**src/rtl/my_loop_pkg.sv**
```systemverilog
// rtl/my_loop_pkg.sv - shared constants, state encoding and saturation helper for the loop integrator
// Contents:
//   DAC_BIT_DFLT / MOD_BIT_DFLT : default DAC word and modulation amplitude widths
//   state_t                     : FSM encoding ST_IDLE(0) .. ST_DONE(4)
//   sat33to32                   : clamp a 33-bit signed sum into 32-bit signed range
package my_loop_pkg;

  localparam int DAC_BIT_DFLT = 16;
  localparam int MOD_BIT_DFLT = 16;

  typedef enum logic [2:0] {
    ST_IDLE  = 3'd0,
    ST_SCALE = 3'd1,
    ST_STEP  = 3'd2,
    ST_RAMP  = 3'd3,
    ST_DONE  = 3'd4
  } state_t;

  // Overflow exists exactly when the two top bits of the 33-bit sum disagree.
  function automatic logic signed [31:0] sat33to32(input logic signed [32:0] v);
    if (v[32] != v[31]) begin
      return v[32] ? 32'sh8000_0000 : 32'sh7FFF_FFFF;
    end
    return v[31:0];
  endfunction

endpackage

```
**src/rtl/my_loop_integrator_v1_if.sv**
```systemverilog
// rtl/my_loop_integrator_v1_if.sv - signal bundle between error demodulator, loop integrator and DAC driver
// Parameters: DAC_BIT (o_dac width), MOD_BIT (i_mod_amp width)
// Inputs to the integrator : i_err_vld, i_err, i_status, i_loop_en, i_const_step,
//                            i_gain1_sel, i_gain2_sel, i_mod_amp
// Outputs of the integrator: o_step, o_ramp, o_dac, o_vld, o_overrun, o_cstate
// Modports: master drives the inputs and observes outputs; slave is the integrator.
interface my_loop_integrator_v1_if
  import my_loop_pkg::*;
#(
  parameter int DAC_BIT = DAC_BIT_DFLT,
  parameter int MOD_BIT = MOD_BIT_DFLT
);

  logic                      i_err_vld;
  logic signed [31:0]        i_err;
  logic                      i_status;
  logic                      i_loop_en;
  logic signed [31:0]        i_const_step;
  logic        [4:0]         i_gain1_sel;
  logic        [4:0]         i_gain2_sel;
  logic        [MOD_BIT-1:0] i_mod_amp;

  logic signed [31:0]        o_step;
  logic        [31:0]        o_ramp;
  logic        [DAC_BIT-1:0] o_dac;
  logic                      o_vld;
  logic                      o_overrun;
  logic        [2:0]         o_cstate;

  modport master (
    output i_err_vld, i_err, i_status, i_loop_en, i_const_step,
           i_gain1_sel, i_gain2_sel, i_mod_amp,
    input  o_step, o_ramp, o_dac, o_vld, o_overrun, o_cstate
  );

  modport slave (
    input  i_err_vld, i_err, i_status, i_loop_en, i_const_step,
           i_gain1_sel, i_gain2_sel, i_mod_amp,
    output o_step, o_ramp, o_dac, o_vld, o_overrun, o_cstate
  );

endinterface

```
**src/rtl/my_mod_adder.sv**
```systemverilog
// rtl/my_mod_adder.sv - registered DAC word: ramp MSBs plus or minus the bias modulation amplitude
// Ports:
//   clk, rst : clock, asynchronous active-high reset
//   ramp_msb : top DAC_BIT bits of the phase ramp
//   status   : 1 = add amplitude, 0 = subtract amplitude
//   mod_amp  : bias amplitude in DAC LSBs
//   dac      : registered phase word, wraps modulo 2^DAC_BIT
module my_mod_adder #(
  parameter int DAC_BIT = 16,
  parameter int MOD_BIT = 16
) (
  input  logic               clk,
  input  logic               rst,
  input  logic [DAC_BIT-1:0] ramp_msb,
  input  logic               status,
  input  logic [MOD_BIT-1:0] mod_amp,
  output logic [DAC_BIT-1:0] dac
);

  logic [DAC_BIT-1:0] amp_ext;

  // Bring the amplitude to DAC width; any bits above the DAC word vanish in the modulo anyway.
  if (MOD_BIT >= DAC_BIT) begin : g_amp_trunc
    assign amp_ext = mod_amp[DAC_BIT-1:0];
  end else begin : g_amp_zext
    assign amp_ext = {{(DAC_BIT-MOD_BIT){1'b0}}, mod_amp};
  end

  always_ff @(posedge clk or posedge rst) begin
    if (rst) begin
      dac <= '0;
    end else begin
      dac <= status ? (ramp_msb + amp_ext) : (ramp_msb - amp_ext);
    end
  end

endmodule

```
**src/rtl/my_loop_integrator_v1.sv**
```systemverilog
// rtl/my_loop_integrator_v1.sv - closed-loop error integrator: error -> step accumulator -> phase ramp -> DAC word
// Ports:
//   i_clk : system clock, rising edge
//   i_rst : asynchronous active-high reset
//   bus   : my_loop_integrator_v1_if.slave (error sample handshake, loop controls, step/ramp/dac outputs)
// Build option: define STEP_SAT_EN to saturate the step accumulator instead of letting it wrap.
// Sequence per accepted sample: IDLE -> SCALE -> STEP -> RAMP -> DONE (o_vld) -> IDLE.
module my_loop_integrator_v1
  import my_loop_pkg::*;
#(
  parameter int DAC_BIT = DAC_BIT_DFLT,
  parameter int MOD_BIT = MOD_BIT_DFLT
) (
  input logic                     i_clk,
  input logic                     i_rst,
  my_loop_integrator_v1_if.slave  bus
);

  state_t             state;
  state_t             state_nxt;

  logic               cap_en;
  logic               drop;
  logic               vld;

  logic signed [31:0] err_cap;
  logic signed [31:0] err_s;
  logic signed [31:0] step;
  logic        [31:0] ramp;
  logic               overrun;

  logic signed [31:0] step_sum;
  logic signed [31:0] step_shr;

  // State register
  always_ff @(posedge i_clk or posedge i_rst) begin
    if (i_rst) begin
      state <= ST_IDLE;
    end else begin
      state <= state_nxt;
    end
  end

  // Next-state logic
  always_comb begin
    state_nxt = state;
    case (state)
      ST_IDLE:  if (bus.i_err_vld) state_nxt = ST_SCALE;
      ST_SCALE: state_nxt = ST_STEP;
      ST_STEP:  state_nxt = ST_RAMP;
      ST_RAMP:  state_nxt = ST_DONE;
      ST_DONE:  state_nxt = ST_IDLE;
      default:  state_nxt = ST_IDLE;
    endcase
  end

  // FSM outputs
  always_comb begin
    cap_en = 1'b0;
    drop   = 1'b0;
    vld    = 1'b0;
    case (state)
      ST_IDLE: cap_en = bus.i_err_vld;
      ST_DONE: begin
        vld  = 1'b1;
        drop = bus.i_err_vld;
      end
      default: drop = bus.i_err_vld;
    endcase
  end

  // Step update. The 33-bit sum either clamps or is cut back to 32 bits (two's-complement wrap).
`ifdef STEP_SAT_EN
  logic signed [32:0] sum33;
  assign sum33    = {step[31], step} + {err_s[31], err_s};
  assign step_sum = sat33to32(sum33);
`else
  assign step_sum = step + err_s;
`endif

  assign step_shr = step >>> bus.i_gain2_sel;

  // Datapath: each register only moves in the state that owns it, so gains and
  // the open-loop step are sampled exactly when they are consumed.
  always_ff @(posedge i_clk or posedge i_rst) begin
    if (i_rst) begin
      err_cap <= '0;
      err_s   <= '0;
      step    <= '0;
      ramp    <= '0;
      overrun <= 1'b0;
    end else begin
      if (cap_en) err_cap <= bus.i_err;
      if (drop)   overrun <= 1'b1;
      case (state)
        ST_SCALE: err_s <= err_cap >>> bus.i_gain1_sel;
        // Loading i_const_step while open makes re-closing the loop bumpless.
        ST_STEP:  step  <= bus.i_loop_en ? step_sum : bus.i_const_step;
        // Ramp wraps modulo 2^32 on purpose: it is a phase.
        ST_RAMP:  ramp  <= ramp + step_shr;
        default:  ;
      endcase
    end
  end

  my_mod_adder #(
    .DAC_BIT (DAC_BIT),
    .MOD_BIT (MOD_BIT)
  ) u_mod_adder (
    .clk      (i_clk),
    .rst      (i_rst),
    .ramp_msb (ramp[31 -: DAC_BIT]),
    .status   (bus.i_status),
    .mod_amp  (bus.i_mod_amp),
    .dac      (bus.o_dac)
  );

  assign bus.o_step    = step;
  assign bus.o_ramp    = ramp;
  assign bus.o_vld     = vld;
  assign bus.o_overrun = overrun;
  assign bus.o_cstate  = state;

endmodule

```
**src/flat_wrapper.sv**
```systemverilog
// flat-port wrapper written by rule: the top's interface ports become plain ports
module my_loop_integrator_v1_flat import my_loop_pkg::*;
#(
  parameter int DAC_BIT = DAC_BIT_DFLT,
  parameter int MOD_BIT = MOD_BIT_DFLT
)
  (i_clk, i_rst, bus_i_err_vld, bus_i_err, bus_i_status, bus_i_loop_en, bus_i_const_step, bus_i_gain1_sel, bus_i_gain2_sel, bus_i_mod_amp, bus_o_step, bus_o_ramp, bus_o_dac, bus_o_vld, bus_o_overrun, bus_o_cstate);
  my_loop_integrator_v1_if #(.DAC_BIT(DAC_BIT), .MOD_BIT(MOD_BIT)) bus_i ();
  input logic i_clk;
  input logic i_rst;
  input wire logic [$bits(bus_i.i_err_vld)-1:0] bus_i_err_vld;
  input wire logic [$bits(bus_i.i_err)-1:0] bus_i_err;
  input wire logic [$bits(bus_i.i_status)-1:0] bus_i_status;
  input wire logic [$bits(bus_i.i_loop_en)-1:0] bus_i_loop_en;
  input wire logic [$bits(bus_i.i_const_step)-1:0] bus_i_const_step;
  input wire logic [$bits(bus_i.i_gain1_sel)-1:0] bus_i_gain1_sel;
  input wire logic [$bits(bus_i.i_gain2_sel)-1:0] bus_i_gain2_sel;
  input wire logic [$bits(bus_i.i_mod_amp)-1:0] bus_i_mod_amp;
  output wire logic [$bits(bus_i.o_step)-1:0] bus_o_step;
  output wire logic [$bits(bus_i.o_ramp)-1:0] bus_o_ramp;
  output wire logic [$bits(bus_i.o_dac)-1:0] bus_o_dac;
  output wire logic [$bits(bus_i.o_vld)-1:0] bus_o_vld;
  output wire logic [$bits(bus_i.o_overrun)-1:0] bus_o_overrun;
  output wire logic [$bits(bus_i.o_cstate)-1:0] bus_o_cstate;
  assign bus_i.i_err_vld = bus_i_err_vld;
  assign bus_i.i_err = bus_i_err;
  assign bus_i.i_status = bus_i_status;
  assign bus_i.i_loop_en = bus_i_loop_en;
  assign bus_i.i_const_step = bus_i_const_step;
  assign bus_i.i_gain1_sel = bus_i_gain1_sel;
  assign bus_i.i_gain2_sel = bus_i_gain2_sel;
  assign bus_i.i_mod_amp = bus_i_mod_amp;
  assign bus_o_step = bus_i.o_step;
  assign bus_o_ramp = bus_i.o_ramp;
  assign bus_o_dac = bus_i.o_dac;
  assign bus_o_vld = bus_i.o_vld;
  assign bus_o_overrun = bus_i.o_overrun;
  assign bus_o_cstate = bus_i.o_cstate;
  my_loop_integrator_v1 #(.DAC_BIT(DAC_BIT), .MOD_BIT(MOD_BIT)) u_core (.i_clk(i_clk), .i_rst(i_rst), .bus(bus_i));
endmodule
```
**config.mk**
```make
export PLATFORM = sky130hd
export DESIGN_NAME = my_loop_integrator_v1_flat
export DESIGN_NICKNAME = d
export VERILOG_FILES = /design/src/rtl/my_loop_pkg.sv /design/src/rtl/my_loop_integrator_v1_if.sv /design/src/rtl/my_mod_adder.sv /design/src/rtl/my_loop_integrator_v1.sv /design/src/flat_wrapper.sv
export SDC_FILE = /design/constraint.sdc
export NUM_CORES = 1
export LEC_CHECK = 0
export ABC_AREA = 1
export CAP_MARGIN = 0
export CORE_MARGIN = 4
export CORE_UTILIZATION = 59
export CTS_BUF_LIST = sky130_fd_sc_hd__clkbuf_4 sky130_fd_sc_hd__clkbuf_8
export CTS_CLUSTER_SIZE = 16
export DETAILED_ROUTE_END_ITERATION = 8
export GPL_ROUTABILITY_DRIVEN = 0
export GPL_TIMING_DRIVEN = 0
export PLACE_DENSITY = 0.93
export SYNTH_ARGS = -nofsm -noshare
export SYNTH_HDL_FRONTEND = slang
export SYNTH_SLANG_ARGS = --single-unit
export TNS_END_PERCENT = 5
```
**constraint.sdc**
```tcl
create_clock -name i_clk -period 14.2 [get_ports i_clk]
set_input_delay 2.13 -clock i_clk [delete_from_list [all_inputs] [get_ports i_clk]]
set_output_delay 2.13 -clock i_clk [all_outputs]
set_load 0.01 [all_outputs]
```
# == Yosys cells after proc, flatten, opt, wreduce, memory -nomap -nowiden ==
# Index checks and enable logic that the tools add are counted.
# totals
input_bits,95
register_bits,148
output_inout_bits,85
# op_classes
shifts,2
n_mux,7
eq_ne,5
add_sub_neg,4
n_reduce_logical,1
# op_table
op,count
32-bit adder,2
32-bit by 5-bit >>> shifter with 32-bit output,2
32-bit 2-to-1 mux,1
16-bit adder,1
16-bit 2-to-1 mux,1
16-bit subtractor,1
3-bit case mux with 4 select lines,1
3-bit by 2-bit == test with 1-bit output (second input constant),2
3-bit by 1-bit == test with 1-bit output (second input constant),1
3-bit == test (second input constant),1
3-bit logical NOT,1
1-bit 2-to-1 mux,3
3-bit 2-to-1 mux,1
2-bit inequality test (second input constant),1

# == Logic depth before layout (Yosys ltp) ==
# Gate-level depths: netlist of run 1.
# logic_depth
ltp_word,2
depth_mapped,25
depth_no_buf,24

# == By module ==
# Synthesis of run 1 repeated with hierarchy kept, for this count alone.
# hier_totals
hier_cells,2355
hier_area_um2,14640.3
# modules_own_cells
mod,n_inst,area_per_inst_um2,cells_each
my_loop_integrator_v1,1,12972.4,2114
my_mod_adder,1,1667.8,241

# == Worst setup path after synthesis of run 1 ==
# No wires, ideal clock.
# synth_timing
path_type,input -> register
startpoint,in bus_i_gain2_sel[1]
endpoint,"reg u_core.ramp[26], in the netlist u_core.bus.o_ramp[26]"
cell_stages,19
setup_ns,0.117
t_arrival_ns,4.383
path_buffers,1
path_slack_ns,9.699
cell_sequence,buf_4 > or2_2 > o21ai_1 > o21ai_1 > or2_1 > nand3_1 > nand2_1 > ha_1 > fa_1 > nand3_1 > nand2_1 > nand2_1 > nand2_1 > nand2_1 > nand2_1 > nand3_1 > nand3_1 > nand3_1 > nand2_1
# synth_via
elab_chain_len,2
# synth_lines
item,line_no,rtl
start: declaration,flat_wrapper.sv:17,input wire logic [$bits(bus_i.i_gain2_sel)-1:0] bus_i_gain2_sel;
32-bit by 5-bit >>> shifter with 32-bit output,my_loop_integrator_v1.sv:81,assign step_shr = step >>> bus.i_gain2_sel;
32-bit adder,my_loop_integrator_v1.sv:100,ST_RAMP: ramp <= ramp + step_shr;
end signal: assignment,my_loop_integrator_v1.sv:100,
end: declaration,my_loop_integrator_v1.sv:29,logic [31:0] ramp;
# No other way between the ends.
# A chain may end at the register's enable or synchronous reset.

# == Final worst setup path of run 1 ==
# layout_timing
startpoint,in bus_i_gain2_sel[0]
endpoint,"reg u_core.ramp[22], in the netlist u_core.bus.o_ramp[22]"
# The elaborated chain is that of the path after synthesis.

==> results of run 1 <==
[per-layer routing]
layer | GRT usage, % | vias up
met2 | 55.6 | 1110
met4 | 19.2 | 0
li1 | - | 7774
met3 | 5.34 | 246
met5 | 0 | -
met1 | 43.6 | 7371
[registers in the layout, summed over array words and instances, names as in the netlist]
signal                  cells
u_core.bus.o_overrun        1
u_core.err_cap             32
u_core.bus.o_step          32
u_core.err_s               32
u_core.bus.o_cstate         3
u_core.bus.o_ramp          32
u_core.u_mod_adder.dac     16
[final cells by class]
type                            count  area, um^2  share of cell area (%)
Multi-Input combinational cell   1805        8930                    53.7
Inverter                          273        1030                    6.20
Clock inverter                     13         115                   0.693
Tap cell                          319         399                    2.40
Clock buffer                       19         249                    1.50
Buffer                             80         402                    2.42
Timing Repair Buffer              177        1790                    10.8
Sequential cell                   148        3700                    22.3
[where the power goes]
part           switching (mW)  total, mW  internal, mW
clock                   0.192      0.323         0.131
sequential              0.267      0.904         0.637
combinational            1.78       2.88          1.11
[per-stage QoR]
stage	power (mW)	instances	hold WS, ns	worst slack (ns)
floorplan	2.78	2306	0.453	8.09
global placement	3.59	2801	0.442	6.13
detailed placement	3.69	2802	0.448	8.61
CTS	4.03	2834	0.468	9.11
global route	4.47	2834	0.498	8.77
finish	4.11	2834	0.467	9.00
[critical path, delay by kind of cell]
kind            cells  cell delay [ns]
fa+ha+maj           2             0.62
compound gates      2             0.26
buf+inv             2             0.81
simple gates       17             1.77
[synth_stat cells, types with 2 or more instances]
cell type and count:
a31oi_1 5, inv_1 262, nand2_1 845, xnor2_1 19
buf_1 7, nor2_2 2, inv_2 6, o21ai_0 130
o21ai_1 53, mux2i_1 11, a2bb2oi_1 9, buf_6 8
or2_2 14, a21boi_0 3, nand3b_1 7, a21o_1 3
a21boi_1 5, buf_2 24, fa_1 3, ha_1 78
mux2_2 10, o21bai_1 6, buf_4 3, nand3_1 199
and2_1 3, nor2_1 182, nand4_1 3, a21oi_1 126
o22ai_1 4, or2_0 4, nor3_1 8, or2_1 10
o21ai_2 2, clkbuf_1 38, clkinv_1 5, o211ai_1 21
dfrtp_1 148, xor2_1 30, a22oi_1 3
[path summary, 6_finish.rpt]
check	startpoint	end	slack [ns]	depth (start not counted)
setup / recovery	bus_i_gain2_sel[0]	u_core.bus.o_ramp[22]$_DFFE_PP0P_	9.00	23
setup reg to reg	u_core.bus.o_step[21]$_DFFE_PP0N_	u_core.bus.o_ramp[22]$_DFFE_PP0P_	10.79	21
hold / removal	u_core.bus.o_overrun$_DFFE_PP0P_	u_core.bus.o_overrun$_DFFE_PP0P_	0.47	1
min in group asynchronous	i_rst	u_core.err_cap[2]$_DFFE_PP0P_	2.13	2
max in group asynchronous	i_rst	u_core.bus.o_step[2]$_DFFE_PP0N_	11.22	3
hold reg to reg	u_core.bus.o_overrun$_DFFE_PP0P_	u_core.bus.o_overrun$_DFFE_PP0P_	0.47	1
[cells by family (layout without fill, tap and decap cells)]
kind of cell / after synthesis / after routing / share of synthesized area [%]
xor+xnor: 49 / 49 / 3.05
fa+ha+maj: 81 / 81 / 7.37
buf+inv: 353 / 562 / 10.1
compound gates: 374 / 374 / 14.5
mux: 21 / 21 / 1.58
simple gates: 1280 / 1280 / 37.0
flops: 148 / 148 / 26.3
==> run_results.csv, run 1 <==
group,metric,value,unit
routing,vias,16500,
clock_tree,clk_pin_slew_worst_paths,0.09,ns
worst_setup_path,critPathRequiredTime,14.60,ns
yosys,synth_ff_type,"dfrtp_1",
yosys,synth_largest_area_cell,"dfrtp_1",
sta,setup_viol,0,
yosys,synth_edf_count,0,
die,die_h,162,um
placed_design,place_area,16300,um^2
finish,area_delta_synth_final,18.2,%
sta,fin_skew,0.0254,ns
sta,rsz0062_at_grt,"false",
clock_tree,postCtsHoldBufs,0,
yosys,seq_area_frac_synth,26.3,%
die,initial_core_util,59.9,%
routing,ant_nets,0,
routing,drt-met1-wl,17300,um
clock_tree,cts_root_buf,"clkbuf_8",
global_routing,grt_max_degree,80,
pwr,power_leakage,8.75,nW
finish,finalNetCount,2678,
pwr,p_per_area,247,nW/um^2
finish,final_cell_mix,"845 x nand2_1, 261 x inv_1, 199 x nand3_1",
worst_setup_path,cp_slowest_cell,"clkdlybuf4s50_1",
yosys,synth_top_area_share,26.3,%
routing,drt-vias-per-instance,5.82,
routing,drt_iter0_drc,2302,
yosys,synth.avg_cell_area,6.10,um^2
sta,fmax,192,MHz
finish,final_common_cell,"nand2_1",
global_routing,antenna_found_initial,0,
run_status,outcome,"finished clean",
sta,fin_tns_setup,0,ns
placed_design,port_buffers,176,
die,io_pins,180,
die,coreArea,23500,um^2
global_routing,grt-ovfl-total,0,
yosys,synthArstFlopShare,100,%
finish,fin_area,16600,um^2
worst_setup_path,crit_chain,"clkdlybuf4s50_1 -> inv_2 -> nand2_1 -> nand2_1 -> o21ai_1 -> or2_0 -> o21ai_1 -> or2_1 -> nand3_1 -> nand2_1 -> ha_1 -> fa_1 -> nand3_1 -> nand2_1 -> nand2_1 -> nand2_1 -> nand3_1 -> nand2_1 -> nand2_1 -> nand2_1 -> nand2_1 -> nand3_1 -> nand2_1",
worst_setup_path,slowest_delay,0.65,ns
placed_design,dpl.hpwl,37000,um
sta,slew_headroom,45.6,%
clock_tree,clk_latency,0.48,ns
routing,wl_per_cell,16.2,um
sta,fin_crit_sh,36.6,%
clock_tree,cts_htree_levels,4,
worst_setup_path,critPathMaxFanout,10,
yosys,synthesis.nets,2482,
yosys,ys_ff_latch,148,
worst_setup_path,cp-start-kind,"input pin",
routing,totalWireLength,46000,um
job,maxCapViolations,0,
yosys,synthesis.area,14100,um^2
global_routing,track_usage,34.2,%
sta,drv_slew,0,
worst_setup_path,worstSetupPathType,"input pin to register",
routing,wl_met3,5060,um
routing,highest_layer,"met4",
yosys,synth_cell_types,46,
global_routing,grt_pass1_wl,73500,um
finish,n_antenna_cell,0,
clock_tree,cts_made_buffers,17,
global_routing,grt_pass1_vias,15300,
finish,post_route_cells_drive_above_1_share,4.25,%
yosys,postSynthCellCount,2306,
min_path,hp-class,"register to register",
clock_tree,cts_resized,0,
clock_tree,post_cts_buffers,0,
worst_setup_path,worstSetupEndpointType,"register",
worst_setup_path,crit_top_cell,"nand2_1",
finish,fin_util,70.8,%
clock_tree,clkSinkCount,148,
sta,hold_viol_final,0,
clock_tree,clock_path_buffers,2,
routing,drc,0,
sta,post-route-min-period,5.20,ns
sta,worstMarginPinSlew,0.816,ns
routing,route.met2.wl,20500,um
worst_setup_path,worst_ep_arrival_time,5.60,ns
finish,n_fill_cell,1937,
die,chipWidth,162,um
clock_tree,cts_tree,"done",
die,rows,56,
die,fp.dieArea,26400,um^2
yosys,synthTopCellsByArea,"dfrtp_1 26%, nand2_1 23%, nand3_1 7.1%",
pwr,ir_worst_vdd,0.168,mV
yosys,ys_warn_count,0,
routing,firstDrtPassIters,8,
(Power assumes the default switching activity.)
==> run 2, diff against run 1 <==
==> constraint.sdc (replaced) <==
create_clock -name i_clk -period 5.4 [get_ports i_clk]
set_input_delay 0.81 -clock i_clk [delete_from_list [all_inputs] [get_ports i_clk]]
set_output_delay 0.81 -clock i_clk [all_outputs]
set_load 0.01 [all_outputs]
==> results of run 2 <==
The final DEF is identical to that of run 1. Status: finished clean.
Among the figures that moved: setup slack after placement 8.61 ns -> 1.13 ns; setup slack after layout 9.00 ns -> 1.52 ns; register-to-register setup slack 10.79 ns -> 1.99 ns; total power 4.11 mW -> 10.8 mW; worst IR drop on VDD 0.168 mV -> 0.441 mV
==> run 3, diff against run 2 <==
--- a/config.mk
+++ b/config.mk
@@ -8,13 +8,13 @@
 export ABC_AREA = 1
 export CAP_MARGIN = 0
 export CORE_MARGIN = 4
-export CORE_UTILIZATION = 59
+export CORE_UTILIZATION = 53
 export CTS_BUF_LIST = sky130_fd_sc_hd__clkbuf_4 sky130_fd_sc_hd__clkbuf_8
 export CTS_CLUSTER_SIZE = 16
 export DETAILED_ROUTE_END_ITERATION = 8
 export GPL_ROUTABILITY_DRIVEN = 0
 export GPL_TIMING_DRIVEN = 0
-export PLACE_DENSITY = 0.93
+export PLACE_DENSITY = 0.89
 export SYNTH_ARGS = -nofsm -noshare
 export SYNTH_HDL_FRONTEND = slang
 export SYNTH_SLANG_ARGS = --single-unit
==> constraint.sdc (replaced) <==
create_clock -name i_clk -period 3.27 [get_ports i_clk]
set_input_delay 0.4905 -clock i_clk [delete_from_list [all_inputs] [get_ports i_clk]]
set_output_delay 0.4905 -clock i_clk [all_outputs]
set_load 0.01 [all_outputs]
==> run_results.csv, run 3 (synthesized netlist as in run 1, its figures left out) <==
group,metric,value,unit
global_routing,grt_max_degree,43,
sta,fin_crit_sh,97.1,%
clock_tree,clk_latency,0.49,ns
pwr,p_per_area,1090,nW/um^2
die,coreArea,26100,um^2
worst_setup_path,critPathMaxFanout,5,
routing,drt_iter0_drc,2338,
die,fp.dieArea,29200,um^2
job,maxCapViolations,0,
worst_setup_path,worstSetupEndpointType,"register",
sta,fmax,315,MHz
worst_setup_path,r2r_cells,17,
routing,wl_per_cell,16.9,um
sta,fin_ws,0.0935,ns
finish,final_cell_mix,"839 x nand2_1, 261 x inv_1, 197 x nand3_1",
worst_setup_path,cp-start-kind,"register",
routing,drc,0,
die,io_pins,180,
worst_setup_path,worst_ep_arrival_time,3.56,ns
global_routing,grt_pass1_wl,75400,um
worst_setup_path,critPathRequiredTime,3.66,ns
sta,setup_viol,0,
run_status,outcome,"finished clean",
sta,post-route-min-period,3.18,ns
sta,worstMarginPinSlew,0.858,ns
placed_design,port_buffers,176,
placed_design,dpl.hpwl,38600,um
finish,n_antenna_cell,0,
placed_design,dp_slack,-0.662,ns
worst_setup_path,reg2reg_from,"u_core.bus.o_step[21]$_DFFE_PP0N_",
die,die_h,171,um
global_routing,antenna_found_initial,0,
worst_setup_path,worstSetupPathType,"register to register",
clock_tree,clock_path_buffers,2,
worst_setup_path,timing.rr.end,"u_core.bus.o_ramp[29]$_DFFE_PP0P_",
routing,ant_nets,0,
finish,post_route_cells_drive_above_1_share,5.67,%
die,chipWidth,171,um
clock_tree,cts_tree,"done",
global_routing,grt_pass1_vias,15400,
sta,drv_slew,0,
finish,n_fill_cell,2267,
routing,drt-vias-per-instance,5.82,
finish,finalNetCount,2685,
routing,firstDrtPassIters,7,
clock_tree,cts_made_buffers,17,
sta,rsz0062_at_grt,"true",
min_path,hp-class,"input pin to asynchronous set/reset pin",
sta,fin_tns_setup,0,ns
worst_setup_path,reg2reg_slack,0.09,ns
die,initial_core_util,53.9,%
clock_tree,clk_pin_slew_worst_paths,0.11,ns
routing,totalWireLength,48400,um
pwr,ir_worst_vdd,0.592,mV
clock_tree,cts_root_buf,"clkbuf_8",
pwr,power_leakage,8.82,nW
finish,final_common_cell,"nand2_1",
sta,slew_headroom,42.8,%
routing,vias,16600,
clock_tree,cts_htree_levels,4,
die,rows,59,
sta,fin_skew,0.0208,ns
sta,hold_viol_final,0,
global_routing,grt-ovfl-total,0,
global_routing,track_usage,32.0,%
finish,area_delta_synth_final,19.7,%
clock_tree,clkSinkCount,148,
==> run 3: final cells by class <==
| type | instances | area (um^2) | share of cell area (%) |
|---|---|---|---|
| multi-input combinational | 1805 | 8990 | 53.4 |
| sequential | 148 | 3710 | 22.1 |
| timing repair buffer | 184 | 1850 | 11.0 |
| inverter | 273 | 1030 | 6.11 |
| tap | 335 | 419 | 2.49 |
| buffer | 80 | 414 | 2.46 |
| clock buffer | 17 | 234 | 1.39 |
| clock inverter | 15 | 180 | 1.07 |
==> run 3: what timing repair did <==
action / CTS / global route
gates resized for setup: 6 / 37
hold buffers: 0 / 0
setup endpoints to repair: 10 / 20
buffers inserted: 2 / 3
==> run 3: how the worst max path moves through the flow <==
stage / to / from / depth (start not counted) / slack [ns]
after floorplan: u_core.bus.o_ramp[26]$_DFFE_PP0P_ / bus_i_gain2_sel[1] / 19 / 0.41
after global placement: u_core.bus.o_ramp[30]$_DFFE_PP0P_ / bus_i_gain2_sel[0] / 20 / -0.58
after detailed placement: u_core.bus.o_ramp[30]$_DFFE_PP0P_ / bus_i_gain2_sel[0] / 20 / -0.66
after CTS: u_core.bus.o_ramp[30]$_DFFE_PP0P_ / u_core.bus.o_step[21]$_DFFE_PP0N_ / 20 / 0.02
after global routing: u_core.bus.o_ramp[20]$_DFFE_PP0P_ / u_core.bus.o_step[21]$_DFFE_PP0N_ / 18 / -0.01
final: u_core.bus.o_ramp[29]$_DFFE_PP0P_ / u_core.bus.o_step[21]$_DFFE_PP0N_ / 17 / 0.09
==> run 3: report_power, final <==
| group | internal (mW) | leakage, nW | switching, mW |
|---|---|---|---|
| clock network | 0.589 | 0.205 | 0.966 |
| logic | 4.88 | 6.90 | 7.97 |
| registers | 2.77 | 1.72 | 1.16 |
| total | 8.25 | 8.82 | 10.1 |
==> run 3: routing by layer <==
layer	GRT usage (%)	vias up	routed length, um
li1	-	7825	-
met1	39.8	7368	18400
met2	51.9	1131	21400
met3	6.72	297	5170
met4	18.2	0	3370
met5	0	-	0
==> run 3: worst max-delay path, cell delays in order, from the launching register on <==
cell and delay (ns):
dfrtp_2 0.47, nand2_1 0.07, o21ai_0 0.10, or2_2 0.30, o21ai_2 0.07, o21ai_0 0.15, o21ai_0 0.24, o21ai_0 0.15
ha_1 0.39, nand2_1 0.15, o21ai_0 0.34, nor2_1 0.09, nand2_1 0.18, nand2_1 0.12, nand2_1 0.08, nand2_1 0.05
nand3_1 0.07, nand2_1 0.05
==> run 3: through the flow <==
step	cells	cell area, um^2	util, %	hold WS, ns	total power, mW
detailed placement	2820	16300	62.6	0.447	16.2
global route	2857	16800	64.6	0.485	19.8
floorplan	2306	14100	-	0.453	12.1
CTS	2854	16700	64.2	0.461	17.8
finish	2857	16800	64.6	0.446	18.3
global placement	2817	16200	62.3	0.445	15.7
